`src/rtl/debounce_pkg.sv`:
```
// rtl/debounce_pkg.sv - shared defaults and edge-event encoding for the debouncer
package debounce_pkg;

    localparam int DEB_STABLE_CNT_DEF = 31;
    localparam int DEB_LONG_CNT_DEF   = 1000;

    typedef enum logic [1:0] {
        EDGE_NONE    = 2'd0,
        EDGE_PRESS   = 2'd1,
        EDGE_RELEASE = 2'd2
    } edge_ev_t;

endpackage

```
`src/rtl/debounce_channel.sv`:
```
// rtl/debounce_channel.sv - one debounced key channel; long-press hold counter under DEBOUNCE_LONG_PRESS_EN
module debounce_channel
    import debounce_pkg::*;
#(
    parameter int CNT_W      = 9,
    parameter int STABLE_CNT = DEB_STABLE_CNT_DEF,
    parameter int LONG_W     = 16,
    parameter int LONG_CNT   = DEB_LONG_CNT_DEF
) (
    input  logic clk,
    input  logic reset,
    input  logic tick,
    input  logic btn,
    output logic level,
    output logic press,
    output logic released,
    output logic long_press
);

    localparam logic [CNT_W-1:0] CNT_LAST = CNT_W'(STABLE_CNT - 1);

    logic             sync1;
    logic             sync2;
    logic [CNT_W-1:0] cnt;
    logic [CNT_W-1:0] cnt_next;
    logic             level_next;
    edge_ev_t         ev;

    always_ff @(posedge clk) begin
        if (reset) begin
            sync1 <= 1'b0;
            sync2 <= 1'b0;
        end else begin
            sync1 <= btn;
            sync2 <= sync1;
        end
    end

    // Any agreeing tick restarts the run, so only an unbroken disagreement flips level.
    always_comb begin
        cnt_next   = cnt;
        level_next = level;
        ev         = EDGE_NONE;
        if (tick) begin
            if (sync2 == level) begin
                cnt_next = '0;
            end else if (cnt == CNT_LAST) begin
                cnt_next   = '0;
                level_next = sync2;
                ev         = sync2 ? EDGE_PRESS : EDGE_RELEASE;
            end else begin
                cnt_next = cnt + CNT_W'(1);
            end
        end
    end

    always_ff @(posedge clk) begin
        if (reset) begin
            cnt      <= '0;
            level    <= 1'b0;
            press    <= 1'b0;
            released <= 1'b0;
        end else begin
            cnt      <= cnt_next;
            level    <= level_next;
            press    <= (ev == EDGE_PRESS);
            released <= (ev == EDGE_RELEASE);
        end
    end

`ifdef DEBOUNCE_LONG_PRESS_EN
    localparam logic [LONG_W-1:0] HOLD_MAX = LONG_W'(LONG_CNT);

    logic [LONG_W-1:0] hold;

    // Saturating at HOLD_MAX is what limits long_press to one pulse per hold.
    always_ff @(posedge clk) begin
        if (reset || !level) begin
            hold       <= '0;
            long_press <= 1'b0;
        end else begin
            long_press <= 1'b0;
            if (tick && hold != HOLD_MAX) begin
                hold       <= hold + LONG_W'(1);
                long_press <= (hold == HOLD_MAX - LONG_W'(1));
            end
        end
    end
`else
    logic unused_long_cfg;
    assign unused_long_cfg = (LONG_W > 0) ^ (LONG_CNT > 0);
    assign long_press      = 1'b0;
`endif

endmodule

```
`src/rtl/debounce_array.sv`:
```
// rtl/debounce_array.sv - multi-channel key debouncer top; long press enabled by DEBOUNCE_LONG_PRESS_EN
module debounce_array
    import debounce_pkg::*;
#(
    parameter int CHANNELS   = 4,
    parameter int CNT_W      = 9,
    parameter int STABLE_CNT = DEB_STABLE_CNT_DEF,
    parameter int LONG_W     = 16,
    parameter int LONG_CNT   = DEB_LONG_CNT_DEF
) (
    input  logic                clk,
    input  logic                reset,
    input  logic                tick,
    input  logic [CHANNELS-1:0] btn0,
    output logic [CHANNELS-1:0] level,
    output logic [CHANNELS-1:0] press,
    output logic [CHANNELS-1:0] released,
    output logic [CHANNELS-1:0] long_press
);

    for (genvar i = 0; i < CHANNELS; i++) begin : g_ch
        debounce_channel #(
            .CNT_W      (CNT_W),
            .STABLE_CNT (STABLE_CNT),
            .LONG_W     (LONG_W),
            .LONG_CNT   (LONG_CNT)
        ) u_ch (
            .clk        (clk),
            .reset      (reset),
            .tick       (tick),
            .btn        (btn0[i]),
            .level      (level[i]),
            .press      (press[i]),
            .released   (released[i]),
            .long_press (long_press[i])
        );
    end

endmodule

```
`config.mk`:
```
export PLATFORM = sky130hd
export DESIGN_NAME = debounce_array
export DESIGN_NICKNAME = d
export VERILOG_FILES = /design/src/rtl/debounce_pkg.sv /design/src/rtl/debounce_channel.sv /design/src/rtl/debounce_array.sv
export SDC_FILE = /design/constraint.sdc
export NUM_CORES = 1
export LEC_CHECK = 0
export ABC_CLOCK_PERIOD_IN_PS = 3400
export BUFFER_PORTS_ARGS = -buffer_cell sky130_fd_sc_hd__buf_2
export CORE_ASPECT_RATIO = 0.9
export CORE_MARGIN = 3
export CORE_UTILIZATION = 50
export DETAILED_ROUTE_END_ITERATION = 8
export PLACE_DENSITY_LB_ADDON = 0.1
export SLEW_MARGIN = 25
export SYNTH_ARGS = -nofsm -noshare
export SYNTH_HDL_FRONTEND = slang
export SYNTH_HIERARCHICAL = 1
export SYNTH_SLANG_ARGS = --single-unit
export TNS_END_PERCENT = 100
```
`constraint.sdc`:
```
create_clock -name clk -period 3.4 [get_ports clk]
set_clock_uncertainty 0.05 [all_clocks]
set_input_delay 0.68 -clock clk [delete_from_list [all_inputs] [get_ports clk]]
set_output_delay 0.68 -clock clk [all_outputs]
set_load 0.05 [all_outputs]
```
======== Yosys cells after proc, flatten, opt, wreduce, memory -nomap -nowiden ========
Cells that the tools add are included.
word-level totals
  bits in registers ....................... 56
  output and inout bits ................... 16
  word-level logic and storage cells ...... 76
cells by class
  add/sub/neg operators ................... 4
  eq/ne operators ......................... 16
  muxes and demuxes ....................... 24
  bitwise gates (word level) .............. 4
  reductions and logical operators ........ 4
operators by type and width
  kind                                                              count
  9-bit two-way mux                                                 8
  9-bit by 1-bit adder with 9-bit output (second input constant)    4
  9-bit by 5-bit == test with 1-bit output (second input constant)  4
  2-bit two-way mux                                                 16
  3-bit AND reduction                                               4
  2-bit by 1-bit == test with 1-bit output (second input constant)  4
  2-bit == test (second input constant)                             4
  1-bit == test                                                     4
  1-bit NOT                                                         4

======== Longest topological paths before layout ========
Gate-level depths: netlist of run 1.
  depth in word-level cells ............... 5
  gate-level depth with buffers ........... 6
  depth with buffers taken out ............ 6

======== Hierarchy ========
Netlist of run 1, hierarchy kept.
modules (own cells, without submodules)
  module            times used  cells each  area an instance (sq um)  sequential area each (sq um)
  debounce_channel  4           78          704.4                     280.3

======== Worst setup path before layout of run 1 ========
OpenSTA, ideal clock, no wires.
  path kind ............................... input to register
  start ................................... input tick
  end ..................................... register g_ch[0].u_ch.cnt[6]
  library setup time ...................... 0.075 ns
  arrival time ............................ 1.475 ns
  data required time ...................... 3.275 ns
  slack ................................... 1.800 ns
  stages on the path ...................... 4
  buffers on the path ..................... 1
  cells stage by stage .................... clkbuf_1 > nor3b_2 > nand2_2 > o22ai_1
RTL lines
  element               RTL line                RTL
  from (decl)           debounce_array.sv:13    input logic tick,
  to (signal assigned)  debounce_channel.sv:64  cnt <= cnt_next;
  to (decl)             debounce_channel.sv:24  logic [CNT_W-1:0] cnt;

======== Final worst setup path of run 1 ========
  start ................................... register g_ch[2].u_ch.level
  end ..................................... output level[2]
RTL lines
  element                 RTL line                RTL
  from (decl)             debounce_channel.sv:14  output logic level,
  from (signal assigned)  debounce_channel.sv:65  level <= level_next;
  to (decl)               debounce_array.sv:15    output logic [CHANNELS-1:0] level,
No word-level cell between the ends.

==> flow_metrics.tcl, run 1 <==
set metrics [dict create \
    cpPeakStageDelay_ns 0.45 \
    ys_types 33 \
    grtUsageTotal 0.165 \
    finalWirelength_um 5050 \
    antenna_found_initial 0 \
    critPathTopFamily "flip-flops" \
    portBuffers 18 \
    dieWidth_um 85.1 \
    syn_nets 327 \
    finalSetupTns_ns 0 \
    route.detailed.drc 0 \
    max_freq_ghz 0.559 \
    cts_setup_buffers 0 \
    ys_warn_count 6 \
    power.density_nw_per_um2 367 \
    crit_arrival_ns 1.06 \
    grt_max_degree 41 \
    post_drt_wl_per_cell_um 13.0 \
    netlist_area_um2 2820 \
    peakVddDrop_mv 0.265 \
    layout_commonest_cell "dfxtp_1" \
    htree_num_levels 2 \
    ys_seq_area_frac 0.398 \
    leakage_nw 1.03 \
    crit_buf_inv 1 \
    num_vias 2135 \
    rsz0062_at_grt "no" \
    root_buffer "clkbuf_8" \
    crit_path_end_kind "primary output" \
    nNetsFinal 336 \
    setup_viol 0 \
    dieArea_um2 6570 \
    cp.required_ns 2.67 \
    place.gp.congestion 0.825 \
    layout_common_cells "dfxtp_1 (56), nand3_1 (24), nand2_1 (24), buf_2 (18)" \
    syn_to_final_growth_pct 5.64 \
    drt_iter0_drc 96 \
    syn_avg_cell_area_um2 9.03 \
    worstSetupPathType "reg2out" \
    crit_chain "buf_2" \
    cts.clk_slew.worst_paths_ns 0.09 \
    hold_buffers 0 \
    initial_core_util 0.527 \
    first_pass_iters 4 \
    cts_resized 0 \
    drt-vias-per-instance 5.49 \
    cp-start-kind "flip-flop" \
    drive_above_1_share 0.149 \
    finalPower_mw 1.09 \
    grt_pass1_vias 1946 \
    dp_hpwl_um 3480 \
    hold_path.class "reg2reg" \
    insertion_delay_ns 0.30 \
    hold_violations 0 \
    run_status "complete, no violations" \
    diodes 0 \
    synth_top_cell_area_share 0.398 \
    cap_violations 0 \
    relSlewSlack 0.513 \
    yosysTopAreaCell "dfxtp_1" \
    clock-sinks 56 \
    syn-instance-count 312 \
    yosys-top-cells-area "dfxtp_1 (40%), xor2_1 (5.0%), nand3_1 (4.3%)" \
    critPathSlowestCell "dfxtp_1" \
    cts_max_path_buffers 2 \
    critPathMaxFanout 6 \
    min_period_ns 1.79 \
    numCtsBuffers 5 \
    io_pins 23 \
    finalMaxSlewViolations 0 \
    cts_tree "yes" \
    synth_seq_cells 56 \
    dieHeight_um 77.2 \
    grt_pass1_wl_um 8970 \
    fill_cells 503 \
    period_share 0.526 \
    worst_pin_slew_ns 0.731 \
    std_cell_rows 25 \
    ant_nets 0 \
    overflow 0 \
    core-area_um2 5350 \
]
report_power, final:
group	switching [mW]	internal, mW
sequential	0.00573	0.661
clock	0.204	0.167
combinational	0.0373	0.0164
per-stage QoR:
stage	instances	util	cell area [µm²]	hold slack, ns	worst slack [ns]
4_1_cts	389	0.556	2980	0.400	1.59
3_3_place_gp	381	0.540	2890	0.365	1.36
5_1_grt	389	0.556	2980	0.411	1.53
3_5_place_dp	381	0.540	2890	0.377	1.33
6_report	389	0.556	2980	0.395	1.61
2_1_floorplan	312	-	2820	0.364	1.80
flip-flops by register name (all words and copies together) (netlist names):
signal,flops
g_ch.u_ch/cnt,36
g_ch.u_ch/level,4
g_ch.u_ch/press,4
g_ch.u_ch/released,4
g_ch.u_ch/sync1,4
g_ch.u_ch/sync2,4
logic make-up after synthesis:
family,Yosys count,share of synthesized area
and+or+nand+nor,136,0.304
DFF,56,0.398
AOI/OAI and AO/OA,48,0.108
buffers and inverters,32,0.0586
xor gates and xnor gates,20,0.0622
adders and majority gates,8,0.0355
muxes,8,0.0284
other,4,0.00533
routing by layer:
metal	global-route usage	routed length, µm	vias up	part of all wire
li1	-	-	1131	-
met1	0.230	2680	973	0.53
met2	0.248	2170	29	0.43
met3	0.0430	173	2	0.034
met4	0.0475	28	0	0.0055
met5	0	0	-	0
worst reg2reg max path: stages, from the launching register on:
cell and delay (ns):
dfxtp_1 0.45, inv_1 0.07, ha_1 0.18, nor2b_1 0.16, and3_4 0.18, or3_1 0.34
a21oi_1 0.14
final cells by class:
class / count / area [µm²] / share of cell area
Sequential cell: 56 / 1120 / 0.377
Clock buffer: 8 / 90.1 / 0.0303
Inverter: 16 / 60.1 / 0.0202
Tap cell: 67 / 83.8 / 0.0282
Timing Repair Buffer: 18 / 90.1 / 0.0303
Multi-Input combinational cell: 224 / 1530 / 0.515
Yosys cell counts:
master and count:
and4_1 4, a21oi_1 4, o21ai_1 12, nor2b_1 12
ha_1 8, and3_4 8, clkbuf_1 8, nand2_1 24
conb_1 4, nand4b_1 4, xor2_1 16, nand3b_1 4
nand2b_1 4, nor3_2 4, buf_4 4, o32a_2 4
nand2_2 4, nor2_1 12, o22ai_1 8, and3_1 4
buf_6 4, nor4b_1 8, nand4_1 12, o21ai_0 4
nor3b_2 4, a221oi_1 4, or3_1 4, mux2i_1 8
dfxtp_1 56, inv_1 16, nand3_1 24, xnor2_1 4
a31oi_1 12
worst paths after layout:
check	slack, ns	from	cells after the start	to
min	0.40	g_ch[2].u_ch/sync1	1	g_ch[2].u_ch/sync2
min reg2reg	0.40	g_ch[2].u_ch/sync1	1	g_ch[2].u_ch/sync2
max	1.61	g_ch[2].u_ch/level	1	level[2]
max reg2reg	1.76	g_ch[0].u_ch/cnt[0]	6	g_ch[0].u_ch/cnt[0]
Power figures use the tool's default switching activity.
==> run 2, diff against run 1 <==
ABC_CLOCK_PERIOD_IN_PS = 1600   (was 3400)
clock period = 1.6 ns   (was 3.4 ns; I/O delays follow)
==> run 2 against run 1 <==
- setup slack lost 1.5 ns
- sequential cell count is the same
- critical path type is now reg2reg
- sequential share of layout area shrank 1.5 points
- sequential power grew 110%
- final area grew 4.5%
- non-clock buffer count grew 12
- critical endpoint is now g_ch[0].u_ch/cnt[0]
- clock power grew 120%
- largest power group unchanged
- count of clock-buffer cells in the layout shrank 1
==> flow_metrics.tcl, run 2 (same netlist as run 1, synthesis figures left out) <==
set metrics [dict create \
    drive_above_1_share 0.210 \
    drt-met1-wl_um 2610 \
    layout_common_cells "dfxtp_1 (54), nand2_1 (24), nand3_1 (23), buf_2 (18)" \
    p_comb_frac 0.059 \
    drt_iter0_drc 97 \
    min_period_ns 1.50 \
    worstSetupPathType "reg2reg" \
    hold_violations 0 \
    pwr-share-clk 0.344 \
    wl_met3_um 243 \
    layout_commonest_cell "dfxtp_1" \
    max_freq_ghz 0.665 \
    place.gp.congestion 0.766 \
    dieArea_um2 6570 \
    io_pins 23 \
    syn_to_final_growth_pct 10.4 \
    ant_nets 0 \
    fill_cells 479 \
    largest_reg_flops 36 \
    std_cell_rows 25 \
    drt-vias-per-instance 5.62 \
    pwr-share-seq 0.597 \
    dp.cells 393 \
    cap_violations 0 \
    setup_viol 0 \
    top_register "g_ch.u_ch/cnt" \
    final_util 0.582 \
    num_vias 2246 \
    core-area_um2 5350 \
    leakage_nw 1.10 \
    cts.clk_slew.worst_paths_ns 0.09 \
    switchingPower_mw 0.526 \
    critPathMaxFanout 6 \
    grtUsageTotal 0.173 \
    portBuffers 18 \
    grt_pass1_wl_um 9430 \
    power.density_nw_per_um2 761 \
    finalMaxSlewViolations 0 \
    finalWirelength_um 5220 \
    routed.top_layer "met4" \
    insertion_delay_ns 0.30 \
    clock-sinks 56 \
    initial_core_util 0.527 \
    htree_num_levels 2 \
    final_cell_area_um2 3110 \
    nNetsFinal 348 \
    grt_pass1_vias 2090 \
    grt_max_degree 24 \
    cts_tree "yes" \
    dp_hpwl_um 3700 \
    post_drt_wl_per_cell_um 13.0 \
    first_pass_iters 4 \
    cp-start-kind "flip-flop" \
    antenna_found_initial 0 \
    route.detailed.drc 0 \
    run_status "complete, no violations" \
    diodes 0 \
    cts_max_path_buffers 2 \
    hold_path.class "in2reg" \
    dieHeight_um 77.2 \
    placed_cell_area_um2 2980 \
    wl_met2_um 2340 \
    peakVddDrop_mv 0.526 \
    overflow 0 \
    dieWidth_um 85.1 \
    cp.required_ns 1.78 \
    period_share 0.940 \
    internal_power_mw 1.84 \
    netSwitchingFraction 0.222 \
    cts_setup_buffers 0 \
    crit_path_end_kind "flip-flop" \
    fin_cells 400 \
    crit_arrival_ns 1.69 \
    numCtsBuffers 5 \
    root_buffer "clkbuf_8" \
]
[run 2: changes by cell type in the layout (fill, tap and decap cells not counted), sizes merged]
cell / previous run / this run
clkbuf: 8 / 7
buf: 18 / 30
[run 2: power by group through the flow]
stage	combinational (mW)	clock (mW)	sequential (mW)
floorplan	0.102	0	1.45
global placement	0.136	0	1.45
detailed placement	0.137	0	1.45
CTS	0.138	0.858	1.41
global route	0.155	0.898	1.42
finish	0.139	0.815	1.41
[run 2: cell type report]
cell class / count / area, µm² / area share
clock buffer: 7 / 96.3 / 0.0310
timing repair buffer: 30 / 180 / 0.0579
sequential: 56 / 1120 / 0.361
multi-input combinational: 224 / 1570 / 0.504
tap: 67 / 83.8 / 0.0270
inverter: 16 / 60.1 / 0.0193
[run 2: what timing repair did]
action | CTS | global route
gates resized for setup | 0 | 9
setup endpoints to repair | 0 | 25
hold buffers | 0 | 0
[run 2: worst max-delay path, stage by stage, from the launching register on]
cell and delay (ns):
dfxtp_1 0.37, ha_1 0.19, nor2b_2 0.17, and3_4 0.17, or3_1 0.34, a21oi_1 0.15
[run 2: worst paths after layout]
path                            start             endpoint  slack [ns]  depth (start not counted)
setup reg to reg  g_ch[0].u_ch/cnt[1]  g_ch[0].u_ch/cnt[0]         0.1                          5
hold reg to reg    g_ch[0].u_ch/sync1   g_ch[0].u_ch/sync2        0.39                          1
setup / recovery  g_ch[0].u_ch/cnt[1]  g_ch[0].u_ch/cnt[0]         0.1                          5
hold / removal                btn0[0]   g_ch[0].u_ch/sync1        0.18                          2
[run 2: through the flow]
stage          power [mW]   TNS, ns  setup slack [ns]  hold WS (ns)
2_1_floorplan        1.55         0            0.0273         0.364
3_3_place_gp         1.58         0             0.106         0.367
3_5_place_dp         1.58         0            0.0777         0.378
4_1_cts              2.41         0            0.0772         0.163
5_1_grt              2.47  -0.00509          -0.00260         0.175
6_report             2.37         0            0.0959         0.179
[run 2: routing by layer]
layer | track usage | up-vias
met3 | 0.0354 | 2
met4 | 0.0554 | 0
met5 | 0 | -
met2 | 0.277 | 50
met1 | 0.233 | 1043
li1 | - | 1151
